File: src/rtl/bp_cache_req_arbiter_pkg.sv
// Shared types for the cache request arbiter.
// Holds the FSM state encoding and a width helper.
package bp_cache_req_arbiter_pkg;

  typedef enum logic [1:0] {
    e_ready = 2'd0,
    e_md    = 2'd1,
    e_busy  = 2'd2
  } bp_cache_arb_state_e;

  function automatic int safe_clog2(input int n);
    return (n <= 1) ? 1 : $clog2(n);
  endfunction

endpackage

File: src/rtl/bp_cache_req_arbiter_if.sv
// Requester-side and engine-side signals of the arbiter.
// The slave modport is the arbiter's view; master is its environment.
interface bp_cache_req_arbiter_if
  import bp_cache_req_arbiter_pkg::*;
#(
  parameter int num_req_p        = 2,
  parameter int req_width_p      = 8,
  parameter int metadata_width_p = 8
);

  localparam int lg_num_req_lp = safe_clog2(num_req_p);

  logic [num_req_p*req_width_p-1:0]      req_i;
  logic [num_req_p-1:0]                  req_v_i;
  logic [num_req_p-1:0]                  req_ready_o;
  logic [num_req_p*metadata_width_p-1:0] metadata_i;
  logic [num_req_p-1:0]                  metadata_v_i;
  logic [num_req_p-1:0]                  complete_o;
  logic [num_req_p-1:0]                  critical_o;

  logic [req_width_p-1:0]                cache_req_o;
  logic                                  cache_req_v_o;
  logic                                  cache_req_ready_i;
  logic [metadata_width_p-1:0]           cache_req_metadata_o;
  logic                                  cache_req_metadata_v_o;
  logic                                  cache_req_complete_i;
  logic                                  cache_req_critical_i;

  logic [lg_num_req_lp-1:0]              owner_id_o;
  logic                                  busy_o;

  modport slave (
    input  req_i,
    input  req_v_i,
    output req_ready_o,
    input  metadata_i,
    input  metadata_v_i,
    output complete_o,
    output critical_o,
    output cache_req_o,
    output cache_req_v_o,
    input  cache_req_ready_i,
    output cache_req_metadata_o,
    output cache_req_metadata_v_o,
    input  cache_req_complete_i,
    input  cache_req_critical_i,
    output owner_id_o,
    output busy_o
  );

  modport master (
    output req_i,
    output req_v_i,
    input  req_ready_o,
    output metadata_i,
    output metadata_v_i,
    input  complete_o,
    input  critical_o,
    input  cache_req_o,
    input  cache_req_v_o,
    output cache_req_ready_i,
    input  cache_req_metadata_o,
    input  cache_req_metadata_v_o,
    output cache_req_complete_i,
    output cache_req_critical_i,
    input  owner_id_o,
    input  busy_o
  );

endinterface

File: src/rtl/bp_cache_req_arbiter_rr.sv
// Round-robin grant over requester valids.
// Pointer marks the highest-priority requester; it moves past the winner on yumi.
module bp_cache_req_arbiter_rr
  import bp_cache_req_arbiter_pkg::*;
#(
  parameter int num_req_p = 2,
  parameter int lg_p      = safe_clog2(num_req_p)
) (
  input  logic                 i_clk,
  input  logic                 i_rst,
  input  logic [num_req_p-1:0] i_req_v,
  input  logic                 i_yumi,
  output logic [lg_p-1:0]      o_grant_id,
  output logic                 o_grant_v
);

  logic [lg_p-1:0]        r_ptr;
  logic [2*num_req_p-1:0] w_dbl;
  logic [num_req_p-1:0]   w_rot;
  logic [lg_p-1:0]        w_off;
  logic [lg_p:0]          w_sum;
  logic [lg_p:0]          w_wrap;
  logic [lg_p-1:0]        w_next;

  // Rotate so bit 0 is the pointer slot, then find the first set bit.
  assign w_dbl = {i_req_v, i_req_v} >> r_ptr;
  assign w_rot = w_dbl[num_req_p-1:0];

  always_comb begin
    w_off = '0;
    for (int k = num_req_p - 1; k >= 0; k--) begin
      if (w_rot[k]) w_off = lg_p'(k);
    end
  end

  assign w_sum  = {1'b0, r_ptr} + {1'b0, w_off};
  assign w_wrap = w_sum - (lg_p + 1)'(num_req_p);

  assign o_grant_v  = |w_rot;
  assign o_grant_id = (w_sum >= (lg_p + 1)'(num_req_p))
                    ? w_wrap[lg_p-1:0]
                    : w_sum[lg_p-1:0];

  assign w_next = (o_grant_id == lg_p'(num_req_p - 1))
                ? '0
                : o_grant_id + lg_p'(1);

  always_ff @(posedge i_clk or posedge i_rst) begin
    if (i_rst) begin
      r_ptr <= '0;
    end else if (i_yumi) begin
      r_ptr <= w_next;
    end
  end

endmodule

File: src/rtl/bp_cache_req_arbiter.sv
// Shares one cache-engine request port among several cache requesters.
// One miss in flight; the owner keeps the engine until the engine completes.
module bp_cache_req_arbiter
  import bp_cache_req_arbiter_pkg::*;
#(
  parameter int num_req_p        = 2,
  parameter int req_width_p      = 8,
  parameter int metadata_width_p = 8
) (
  input logic clk_i,
  input logic reset_i,
  bp_cache_req_arbiter_if.slave bus
);

  localparam int lg_num_req_lp = safe_clog2(num_req_p);

  bp_cache_arb_state_e      r_state;
  logic [lg_num_req_lp-1:0] r_owner;

  logic [lg_num_req_lp-1:0] w_grant_id;
  logic                     w_grant_v;
  logic                     w_ready_st;
  logic                     w_md_st;
  logic                     w_own_st;
  logic                     w_hs;
  logic                     w_done;
  logic [num_req_p-1:0]     w_req_ready;
  logic [num_req_p-1:0]     w_complete;
  logic [num_req_p-1:0]     w_critical;

  assign w_ready_st = (r_state == e_ready);
  assign w_md_st    = (r_state == e_md);
  assign w_own_st   = w_md_st | (r_state == e_busy);
  assign w_hs       = w_ready_st & w_grant_v & bus.cache_req_ready_i;
  assign w_done     = w_own_st & bus.cache_req_complete_i;

  bp_cache_req_arbiter_rr #(
    .num_req_p (num_req_p),
    .lg_p      (lg_num_req_lp)
  ) u_rr (
    .i_clk      (clk_i),
    .i_rst      (reset_i),
    .i_req_v    (bus.req_v_i),
    .i_yumi     (w_hs),
    .o_grant_id (w_grant_id),
    .o_grant_v  (w_grant_v)
  );

  // Request path is a zero-latency pass-through while idle.
  assign bus.cache_req_o =
    bus.req_i[w_grant_id*req_width_p +: req_width_p];
  assign bus.cache_req_v_o = w_ready_st & (|bus.req_v_i);

  always_comb begin
    w_req_ready = '0;
    if (w_ready_st && w_grant_v) begin
      w_req_ready[w_grant_id] = bus.cache_req_ready_i;
    end
  end

  assign bus.req_ready_o = w_req_ready;

  // Metadata comes only from the owner, and only in the cycle after acceptance.
  assign bus.cache_req_metadata_v_o =
    w_md_st & bus.metadata_v_i[r_owner];
  assign bus.cache_req_metadata_o = w_md_st
    ? bus.metadata_i[r_owner*metadata_width_p +: metadata_width_p]
    : '0;

  always_comb begin
    w_complete = '0;
    w_critical = '0;
    if (w_own_st) begin
      w_complete[r_owner] = bus.cache_req_complete_i;
      w_critical[r_owner] = bus.cache_req_critical_i;
    end
  end

  assign bus.complete_o = w_complete;
  assign bus.critical_o = w_critical;
  assign bus.owner_id_o = r_owner;
  assign bus.busy_o     = ~w_ready_st;

  always_ff @(posedge clk_i or posedge reset_i) begin
    if (reset_i) begin
      r_state <= e_ready;
      r_owner <= '0;
    end else begin
      unique case (r_state)
        e_ready: begin
          if (w_hs) begin
            r_owner <= w_grant_id;
            r_state <= e_md;
          end
        end
        e_md: begin
          r_state <= w_done ? e_ready : e_busy;
        end
        e_busy: begin
          if (w_done) r_state <= e_ready;
        end
        default: r_state <= e_ready;
      endcase
    end
  end

  // The engine must not signal completion or critical data with no miss open.
  a_no_stray_strobe : assert property (
    @(posedge clk_i) disable iff (reset_i)
    w_ready_st |-> !(bus.cache_req_complete_i || bus.cache_req_critical_i)
  );

endmodule
File: src/flat_wrapper.sv
// flat-port wrapper written by rule: the top's interface ports become plain ports
module bp_cache_req_arbiter_flat import bp_cache_req_arbiter_pkg::*;
#(
  parameter int num_req_p        = 2,
  parameter int req_width_p      = 8,
  parameter int metadata_width_p = 8
)
  (clk_i, reset_i, bus_req_i, bus_req_v_i, bus_req_ready_o, bus_metadata_i, bus_metadata_v_i, bus_complete_o, bus_critical_o, bus_cache_req_o, bus_cache_req_v_o, bus_cache_req_ready_i, bus_cache_req_metadata_o, bus_cache_req_metadata_v_o, bus_cache_req_complete_i, bus_cache_req_critical_i, bus_owner_id_o, bus_busy_o);
  bp_cache_req_arbiter_if #(.num_req_p(num_req_p), .req_width_p(req_width_p), .metadata_width_p(metadata_width_p)) bus_i ();
  input logic clk_i;
  input logic reset_i;
  input wire logic [$bits(bus_i.req_i)-1:0] bus_req_i;
  input wire logic [$bits(bus_i.req_v_i)-1:0] bus_req_v_i;
  output wire logic [$bits(bus_i.req_ready_o)-1:0] bus_req_ready_o;
  input wire logic [$bits(bus_i.metadata_i)-1:0] bus_metadata_i;
  input wire logic [$bits(bus_i.metadata_v_i)-1:0] bus_metadata_v_i;
  output wire logic [$bits(bus_i.complete_o)-1:0] bus_complete_o;
  output wire logic [$bits(bus_i.critical_o)-1:0] bus_critical_o;
  output wire logic [$bits(bus_i.cache_req_o)-1:0] bus_cache_req_o;
  output wire logic [$bits(bus_i.cache_req_v_o)-1:0] bus_cache_req_v_o;
  input wire logic [$bits(bus_i.cache_req_ready_i)-1:0] bus_cache_req_ready_i;
  output wire logic [$bits(bus_i.cache_req_metadata_o)-1:0] bus_cache_req_metadata_o;
  output wire logic [$bits(bus_i.cache_req_metadata_v_o)-1:0] bus_cache_req_metadata_v_o;
  input wire logic [$bits(bus_i.cache_req_complete_i)-1:0] bus_cache_req_complete_i;
  input wire logic [$bits(bus_i.cache_req_critical_i)-1:0] bus_cache_req_critical_i;
  output wire logic [$bits(bus_i.owner_id_o)-1:0] bus_owner_id_o;
  output wire logic [$bits(bus_i.busy_o)-1:0] bus_busy_o;
  assign bus_i.req_i = bus_req_i;
  assign bus_i.req_v_i = bus_req_v_i;
  assign bus_req_ready_o = bus_i.req_ready_o;
  assign bus_i.metadata_i = bus_metadata_i;
  assign bus_i.metadata_v_i = bus_metadata_v_i;
  assign bus_complete_o = bus_i.complete_o;
  assign bus_critical_o = bus_i.critical_o;
  assign bus_cache_req_o = bus_i.cache_req_o;
  assign bus_cache_req_v_o = bus_i.cache_req_v_o;
  assign bus_i.cache_req_ready_i = bus_cache_req_ready_i;
  assign bus_cache_req_metadata_o = bus_i.cache_req_metadata_o;
  assign bus_cache_req_metadata_v_o = bus_i.cache_req_metadata_v_o;
  assign bus_i.cache_req_complete_i = bus_cache_req_complete_i;
  assign bus_i.cache_req_critical_i = bus_cache_req_critical_i;
  assign bus_owner_id_o = bus_i.owner_id_o;
  assign bus_busy_o = bus_i.busy_o;
  bp_cache_req_arbiter #(.num_req_p(num_req_p), .req_width_p(req_width_p), .metadata_width_p(metadata_width_p)) u_core (.clk_i(clk_i), .reset_i(reset_i), .bus(bus_i));
endmodule
File: config.mk
export PLATFORM = sky130hd
export DESIGN_NAME = bp_cache_req_arbiter_flat
export DESIGN_NICKNAME = d
export VERILOG_FILES = /design/src/rtl/bp_cache_req_arbiter_pkg.sv /design/src/rtl/bp_cache_req_arbiter_if.sv /design/src/rtl/bp_cache_req_arbiter_rr.sv /design/src/rtl/bp_cache_req_arbiter.sv /design/src/flat_wrapper.sv
export SDC_FILE = /design/constraint.sdc
export NUM_CORES = 1
export LEC_CHECK = 0
export ABC_CLOCK_PERIOD_IN_PS = 3550
export BUFFER_PORTS_ARGS = -buffer_cell sky130_fd_sc_hd__buf_4
export CAP_MARGIN = 30
export CORE_MARGIN = 4
export CORE_UTILIZATION = 35
export CTS_CLUSTER_DIAMETER = 200
export DETAILED_ROUTE_END_ITERATION = 12
export PLACE_DENSITY = 0.85
export SETUP_SLACK_MARGIN = 0.2
export SLEW_MARGIN = 20
export SYNTH_ARGS = -nofsm -noshare
export SYNTH_HDL_FRONTEND = slang
export SYNTH_SLANG_ARGS = --single-unit
File: constraint.sdc
create_clock -name clk_i -period 3.55 [get_ports clk_i]
set_input_delay 0.71 -clock clk_i [delete_from_list [all_inputs] [get_ports clk_i]]
set_output_delay 0.71 -clock clk_i [all_outputs]
set_load 0.02 [all_outputs]
[Word level (Yosys, flattened, before mapping)]
Cells that the tools add are included.
Storage, ports and cells
  register bits after elaboration: 4
  output and inout bits: 26
Operators by class
  add/subtract/negate cells: 3
  $lt $le $gt $ge: 5
  equality and inequality tests: 4
  shifts and indexed selects: 3
  mux-type cells: 18
  bitwise logic cells: 10
  reductions and logical operators: 8
Operator list (count)
  variable part select 16 x 5 -> 8 bit: 2
  two-way mux 2 bit: 6
  two-way mux 1 bit: 8
  two-way mux 8 bit: 1
  bitwise AND 2 bit: 3
  one-hot mux 2 bit (3 select lines): 1
  bitwise AND 1 bit: 5
  < comparator 1 x 2 -> 1 bit, second input constant: 2
  AND reduction 2 bit: 2
  OR reduction 2 bit: 2
  right shift 4 x 1 -> 2 bit: 1
  logical AND 1 bit: 3
  adder 1 x 1 -> 2 bit: 1
  demux 1 bit (select 1 bit): 2
  == test 2 x 1 -> 1 bit, second input constant: 1
  == test 2 bit, second input constant: 1
  >= comparator 1 bit, second input constant: 2
  >= comparator 2 bit, second input constant: 1
  zero test 2 bit: 1
  inequality test 2 x 1 -> 1 bit, second input constant: 1
  inequality test 2 bit, second input constant: 1
  adder 1 bit, second input constant: 1
  inverter 1 bit: 1
  bitwise OR 1 bit: 1
  subtractor 1 bit, second input constant: 1

[Depth between registers and ports, before layout]
Gate-level depths: netlist of run 1.
  word-level depth: 12
  depth in mapped cells: 5
  gate-level depth less buffers: 5

[Cells and area by module]
From an unflattened synthesis of run 1, not the netlist that was laid out.
Unflattened totals
  cell total of the unflattened synthesis: 68
  area, all modules: 590.6 µm²
Modules (own cells, without submodules)
  bp_cache_req_arbiter: times used 1, cells an instance 59, area an instance 518.0 µm², sequential area each 75.1 µm²
  bp_cache_req_arbiter_rr: times used 1, cells an instance 9, area an instance 72.6 µm², sequential area each 25.0 µm²

[Least setup slack after synthesis of run 1]
No wires, ideal clock.
  path type: input to output
  start: in bus_req_v_i[0]
  end: out bus_cache_req_o[1]
  arrival time: 1.530 ns
  data required time: 2.840 ns
  slack: 1.310 ns
  stages on the path: 4
  path buffers: 1
  cells stage by stage: inv_1 > maj3_2 > buf_6 > mux2_4
Between the ends
  word-level cells in the longest chain between the ends: 7
  elaborated cells on any way between the ends: 8
Ends and longest elaborated chain
  start: declaration: line flat_wrapper.sv:13  | input wire logic [$bits(bus_i.req_v_i)-1:0] bus_req_v_i;
  right shift 4 x 1 -> 2 bit (*): line bp_cache_req_arbiter_rr.sv:26  | assign w_dbl = {i_req_v, i_req_v} >> r_ptr;
  two-way mux 1 bit: line bp_cache_req_arbiter_rr.sv:32  | if (w_rot[k]) w_off = lg_p'(k);
  two-way mux 1 bit (*): line bp_cache_req_arbiter_rr.sv:32
  adder 1 x 1 -> 2 bit (*): line bp_cache_req_arbiter_rr.sv:36  | assign w_sum = {1'b0, r_ptr} + {1'b0, w_off};
  >= comparator 2 bit or subtractor 1 bit (tied branches): line bp_cache_req_arbiter_rr.sv:40, bp_cache_req_arbiter_rr.sv:37
  two-way mux 1 bit (*): line bp_cache_req_arbiter_rr.sv:41  | ? w_wrap[lg_p-1:0]
  variable part select 16 x 5 -> 8 bit (*): line bp_cache_req_arbiter.sv:51  | bus.req_i[w_grant_id*req_width_p +: req_width_p];
  end: declaration: line flat_wrapper.sv:19  | output wire logic [$bits(bus_i.cache_req_o)-1:0] bus_cache_req_o;
Every way passes the cells marked *; elsewhere a longest branch is shown, timed or not.

[Worst setup path in the final report of run 1]
Ends and elaborated chain as after synthesis.

==> reports/metrics.yaml, run 1 <==
run_status:
  status: "finished clean"
setup_path:
  crit_path_end_kind: "output port"
  crit_type: "primary input to output port"
  crit_arrival_ps: 1760
  required_ps: 2840
  worstSetupStartpointType: "primary input"
  crit_fanout: 12
yosys:
  yosysTopAreaCellShare_pct: 17.8
  yosys.area.top_type: "dfrtp_1"
  ys_seq_elements: 4
  syn_nets: 107
  syn-instance-count: 63
  ys_top_cells_by_area: "dfrtp_1 18%, mux2i_1 16%, mux2_4 16%, nor2b_1 11%, ha_1 6.7%"
  avgSynthCellArea_sq_um: 8.94
  yosysSeqAreaShare_pct: 17.8
  synth_warnings: 0
  synth_cell_type_count: 20
  synth_area_sq_um: 563
routing:
  drtAntennaViolNets: 0
  vias: 700
  wl_um: 1930
  dr.pass1.iters: 2
  via_per_inst: 4.83
  drt-initial-drc-count: 1
  drc: 0
  wl_per_cell_um: 13.3
floorplanning:
  io-pin-count: 67
  dieArea_sq_um: 2310
  fp.coreArea_sq_um: 1510
  rows: 14
  die_x_um: 48.1
  fp.dieH_um: 48.1
  start_util_pct: 37.4
clock_network:
  numCtsBuffers: 3
  cts_tree: "built"
  clk_pin_slew_ps: 30
  clk_path_buf_depth: 2
  insertion_delay_ps: 230
  htreeDepth: 1
  cts_sinks: 4
  post-cts-setup-buffers: 0
  holdBufCountCts: 0
  cts_resized: 0
  cts-root-buf: "clkbuf_4"
grt:
  grt_use_total_pct: 14.9
  grt_pass1_wl_um: 2510
  antenna_found_initial: 0
  grt_pass1_vias: 646
  overflow: 0
  grt_max_degree: 16
placed_design:
  routabilityCongestion: 0.645
  place_hpwl_um: 1710
  io_buffers: 66
  pre_cts_slack_ps: 1070
power_and_ir_drop:
  leakagePower_nw: 0.606
  ir_worst_vdd_mv: 0.529
  p_per_area_nw_per_um2: 637
cells_and_area:
  final_common_cell: "buf_4"
  syn2layout_area_growth_pct: 91.8
  final_nets: 175
  layout_common_cells: "66 x buf_4, 10 x nor2b_1, 9 x mux2i_1, 6 x mux2_4"
  diodes: 0
  drive_gt1_share_pct: 61.2
job:
  drv_cap: 0
timing:
  min_period_over_period_pct: 69.6
  worst_pin_slew_ps: 650
  clock_skew_ps: 1.96
  maxSlewHeadroom_pct: 56.7
  finalSetupViolations: 0
  timing.final.ws_setup_ps: 1080
  fmax_mhz: 405
  setup_tns_ps: 0
  rsz0062_at_grt: "no"
  post-route-min-period_ps: 2470
  drv_slew: 0
  hold_viol_final: 0
worst_hold_path:
  hold_path.class: "primary input to async pin"
## synth_stat cells, drive strengths merged
| cell type | number |
|---|---|
| buf | 3 |
| maj3 | 1 |
| o21ai | 3 |
| and3 | 2 |
| inv | 5 |
| nor2b | 10 |
| o22ai | 1 |
| a21oi | 1 |
| mux2 | 9 |
| nand3b | 1 |
| and2 | 1 |
| dfrtp | 4 |
| mux2i | 9 |
| o211ai | 1 |
| ha | 3 |
| nand2 | 3 |
| a21boi | 1 |
| nor2 | 5 |
## per-stage QoR
step                      cells  hold slack, ps  area (sq um)  util [%]  total power [W]
after floorplan              63             463           563         -         0.000446
after detailed placement    142             499          1060      70.2         0.000641
after global placement      142             485          1060      70.2         0.000626
final                       145             367          1080      71.7         0.000688
after global routing        145             373          1080      71.7         0.000742
after CTS                   145             364          1080      71.7         0.000697
## metal layers
layer / vias up / wire length, um / track usage [%]
met1: 307 / 575 / 14.6
met3: 0 / 375 / 5.54
li1: 348 / - / -
met4: 0 / 0 / 3.23
met5: - / 0 / 0
met2: 45 / 975 / 29.3
## power breakdown
part	total [W]	switching (W)	internal [W]
registers	0.000110	0.0000432	0.0000663
clock network	0.0000526	0.0000150	0.0000376
logic	0.000526	0.000260	0.000266
## registers in the layout, summed over array words and instances (netlist names)
name and flops:
u_core.u_rr.r_ptr 1, u_core.bus.owner_id_o 1, u_core.r_state 2
## cell type report
type	instances	area, sq um
flip-flops and latches	4	100
clock buffers	3	22.5
fillers	119	427
multi-input cells	51	423
well taps	16	20.0
inverters	5	18.8
repair buffers	66	495
## final timing paths
path                                   startpoint                    end  slack (ps)  cells after the start
worst max-delay path               bus_req_v_i[0]     bus_cache_req_o[1]        1080                      5
worst min-delay path                      reset_i      u_core.u_rr.r_ptr         370                      2
worst max register to register  u_core.r_state[0]  u_core.bus.owner_id_o        2050                      4
worst min register to register  u_core.u_rr.r_ptr      u_core.u_rr.r_ptr         500                      2
max in group asynchronous                 reset_i  u_core.bus.owner_id_o        3040                      2
min in group clk_i              u_core.u_rr.r_ptr      u_core.u_rr.r_ptr         500                      2
## cells by family after synthesis
family	count (synthesis)	share of synthesized area, %
AO/OA/AOI/OAI	7	7.33
adder cells (fa/ha/maj)	4	8.67
buffers and inverters	8	7.11
flip-flops	4	17.8
multiplexers	18	38.0
AND/OR/NAND/NOR	22	21.1
## worst max-delay path, cell delays in order
cell and delay, ps:
buf_4 90, inv_1 40, maj3_2 430, mux2_4 340, buf_4 160
Power figures use the tool's default switching activity.
==> inputs of run 2 (changes only) <==
--- a/config.mk
+++ b/config.mk
@@ -5,14 +5,14 @@
 export SDC_FILE = /design/constraint.sdc
 export NUM_CORES = 1
 export LEC_CHECK = 0
-export ABC_CLOCK_PERIOD_IN_PS = 3550
+export ABC_CLOCK_PERIOD_IN_PS = 2310
 export BUFFER_PORTS_ARGS = -buffer_cell sky130_fd_sc_hd__buf_4
 export CAP_MARGIN = 30
 export CORE_MARGIN = 4
-export CORE_UTILIZATION = 35
+export CORE_UTILIZATION = 32
 export CTS_CLUSTER_DIAMETER = 200
 export DETAILED_ROUTE_END_ITERATION = 12
-export PLACE_DENSITY = 0.85
+export PLACE_DENSITY = 0.78
 export SETUP_SLACK_MARGIN = 0.2
 export SLEW_MARGIN = 20
 export SYNTH_ARGS = -nofsm -noshare
==> constraint.sdc (replaced) <==
create_clock -name clk_i -period 2.31 [get_ports clk_i]
set_input_delay 0.462 -clock clk_i [delete_from_list [all_inputs] [get_ports clk_i]]
set_output_delay 0.462 -clock clk_i [all_outputs]
set_load 0.02 [all_outputs]
==> reports/metrics.yaml, run 2 (synthesis results as in run 1) <==
timing:
  min_period_over_period_pct: 88.6
  maxSlewHeadroom_pct: 55.2  # -1.5 points
  worst_pin_slew_ps: 672  # +21.8 ps
  drv_slew: 0  # unchanged
  finalSetupViolations: 0  # unchanged
  fmax_mhz: 489
  hold_viol_final: 0  # unchanged
  clock_skew_ps: 5.71  # +3.75 ps
  setup_tns_ps: 0  # unchanged
  post-route-min-period_ps: 2050
  rsz0062_at_grt: "no"
grt:
  grt_max_degree: 16  # unchanged
  grt_use_total_pct: 16.0  # +1.0 points
  antenna_found_initial: 0  # unchanged
  grt_pass1_vias: 678  # +5.0%
  overflow: 0  # unchanged
  grt_pass1_wl_um: 3040  # +21%
setup_path:
  slowest_stage: "maj3_2"
  crit_fanout: 12  # unchanged
  r2r-end: "u_core.bus.owner_id_o"
  crit_arrival_ps: 1580  # -180 ps
  critical_path.max_stage_delay_ps: 450  # +20 ps
  ff2ff_path_depth: 5  # +1
  worstSetupStartpointType: "flop"
  reg2reg_from: "u_core.r_state[0]"
  crit_path_end_kind: "output port"
  required_ps: 1850  # -990 ps
  rrSetupSlack_ps: 740  # -1310 ps
  path_cells: "maj3_2 > mux2_4 > buf_4"
  crit_type: "flop to output port"
routing:
  drtAntennaViolNets: 0  # unchanged
  drc: 0  # unchanged
  drt-initial-drc-count: 12  # +11
  dr.pass1.iters: 4  # +2
  wl_um: 1940  # +0.57%
  vias: 702  # +0.29%
  wl_per_cell_um: 13.2  # -0.80%
  via_per_inst: 4.78  # -1.1%
floorplanning:
  rows: 14  # unchanged
  start_util_pct: 35.7  # -1.7 points
  fp.coreArea_sq_um: 1580  # +4.7%
  fp.dieH_um: 49.9  # +3.8%
  die_x_um: 49.9  # +3.8%
  io-pin-count: 67  # unchanged
  dieArea_sq_um: 2490  # +7.8%
power_and_ir_drop:
  p_per_area_nw_per_um2: 989  # +55%
  power.switching_w: 0.000504  # +58%
  sw_frac_of_total_pct: 46.5  # +0.22 points
  combPwrFrac_pct: 75.9  # -0.5 points
  ir_worst_vdd_mv: 0.711  # +35%
  leakagePower_nw: 0.615  # +1.5%
  cellInternalPower_w: 0.000580  # +57%
  p_clk_share_pct: 8.3  # +0.7 points
  power_w: 0.00108  # +57%
  seqPwrFrac_pct: 15.8  # about the same
cells_and_area:
  layout_common_cells: "68 x buf_4, 10 x nor2b_1, 9 x mux2i_1, 6 x mux2_4"
  final_nets: 177  # +1.1%
  drive_gt1_share_pct: 61.8  # +0.59 points
  largest_register: "u_core.r_state"
  largest_register_ffs: 2  # unchanged
  syn2layout_area_growth_pct: 94.4
  diodes: 0  # unchanged
  final_common_cell: "buf_4"
  fill_cells: 137  # +15%
placed_design:
  place_hpwl_um: 1610  # -5.8%
  routabilityCongestion: 0.654  # +1.4%
  io_buffers: 66  # unchanged
clock_network:
  cts-root-buf: "clkbuf_4"
  clk_pin_slew_ps: 40  # about the same
  insertion_delay_ps: 240  # about the same
  htreeDepth: 1  # unchanged
  cts_sinks: 4  # unchanged
  clk_path_buf_depth: 2  # unchanged
  numCtsBuffers: 3  # unchanged
  holdBufCountCts: 0  # unchanged
  cts_tree: "built"
job:
  drv_cap: 0  # unchanged
worst_hold_path:
  hold_path.class: "primary input to async pin"
run_status:
  status: "finished clean"
## run 2: cell count changes in the layout (fill, tap and decap cells not counted), sizes merged
cell  change
buf       +2
## run 2: routing by layer
layer	up-vias	GRT usage [%]	routed length, um
met2	43	29.3	1020
li1	352	-	-
met1	305	15.2	678
met5	-	0	0
met4	0	7.83	7
met3	2	6.33	232
## run 2: power groups by stage
stage,clock [W],sequential (W),combinational [W]
after global routing,0.0000983,0.000176,0.000881
after floorplan,0,0.000129,0.000556
after detailed placement,0,0.000169,0.000814
after CTS,0.0000946,0.000168,0.000816
after global placement,0,0.000169,0.000798
final,0.0000902,0.000171,0.000822
## run 2: area by class of cell
type	instances	area, sq um	share of cell area [%]
timing repair buffer	68	510	46.6
multi-input combinational	51	423	38.6
sequential	4	100	9.14
clock buffer	3	22.5	2.06
tap	16	20.0	1.83
inverter	5	18.8	1.71
## run 2: stage by stage
stage               cell area (sq um)  std cells  hold slack (ps)  worst slack [ps]  utilization [%]
detailed placement               1060        142              360               331             67.1
global placement                 1060        142              356               351             67.1
finish                           1090        147              105               263             69.4
global route                     1090        147              110               224             69.4
CTS                              1080        145              103               278             68.5
floorplan                         563         63              228               566                -
## run 2: worst max path at each step
stage                            from                  to  slack [ps]  cells after the start
global placement       bus_req_v_i[0]  bus_cache_req_o[0]         350                      5
global route        u_core.u_rr.r_ptr  bus_cache_req_o[4]         220                      3
finish              u_core.u_rr.r_ptr  bus_cache_req_o[4]         260                      3
floorplan              bus_req_v_i[0]  bus_cache_req_o[1]         570                      4
CTS                 u_core.r_state[0]  bus_req_ready_o[1]         280                      5
detailed placement     bus_req_v_i[0]  bus_cache_req_o[4]         330                      5
## run 2: critical path: cells and delay by family (launching register included)
family	cells	cell delay (ps)
adders and majority gates	1	450
DFF	1	390
muxes	1	350
buffers and inverters	1	160
## run 2: repair_timing
item / 4_1_cts / 5_1_grt
buffers inserted: 0 / 2
endpoints found under the hold margin: 0 / 0
setup endpoints to repair: 0 / 1
gates resized for setup: 0 / 0
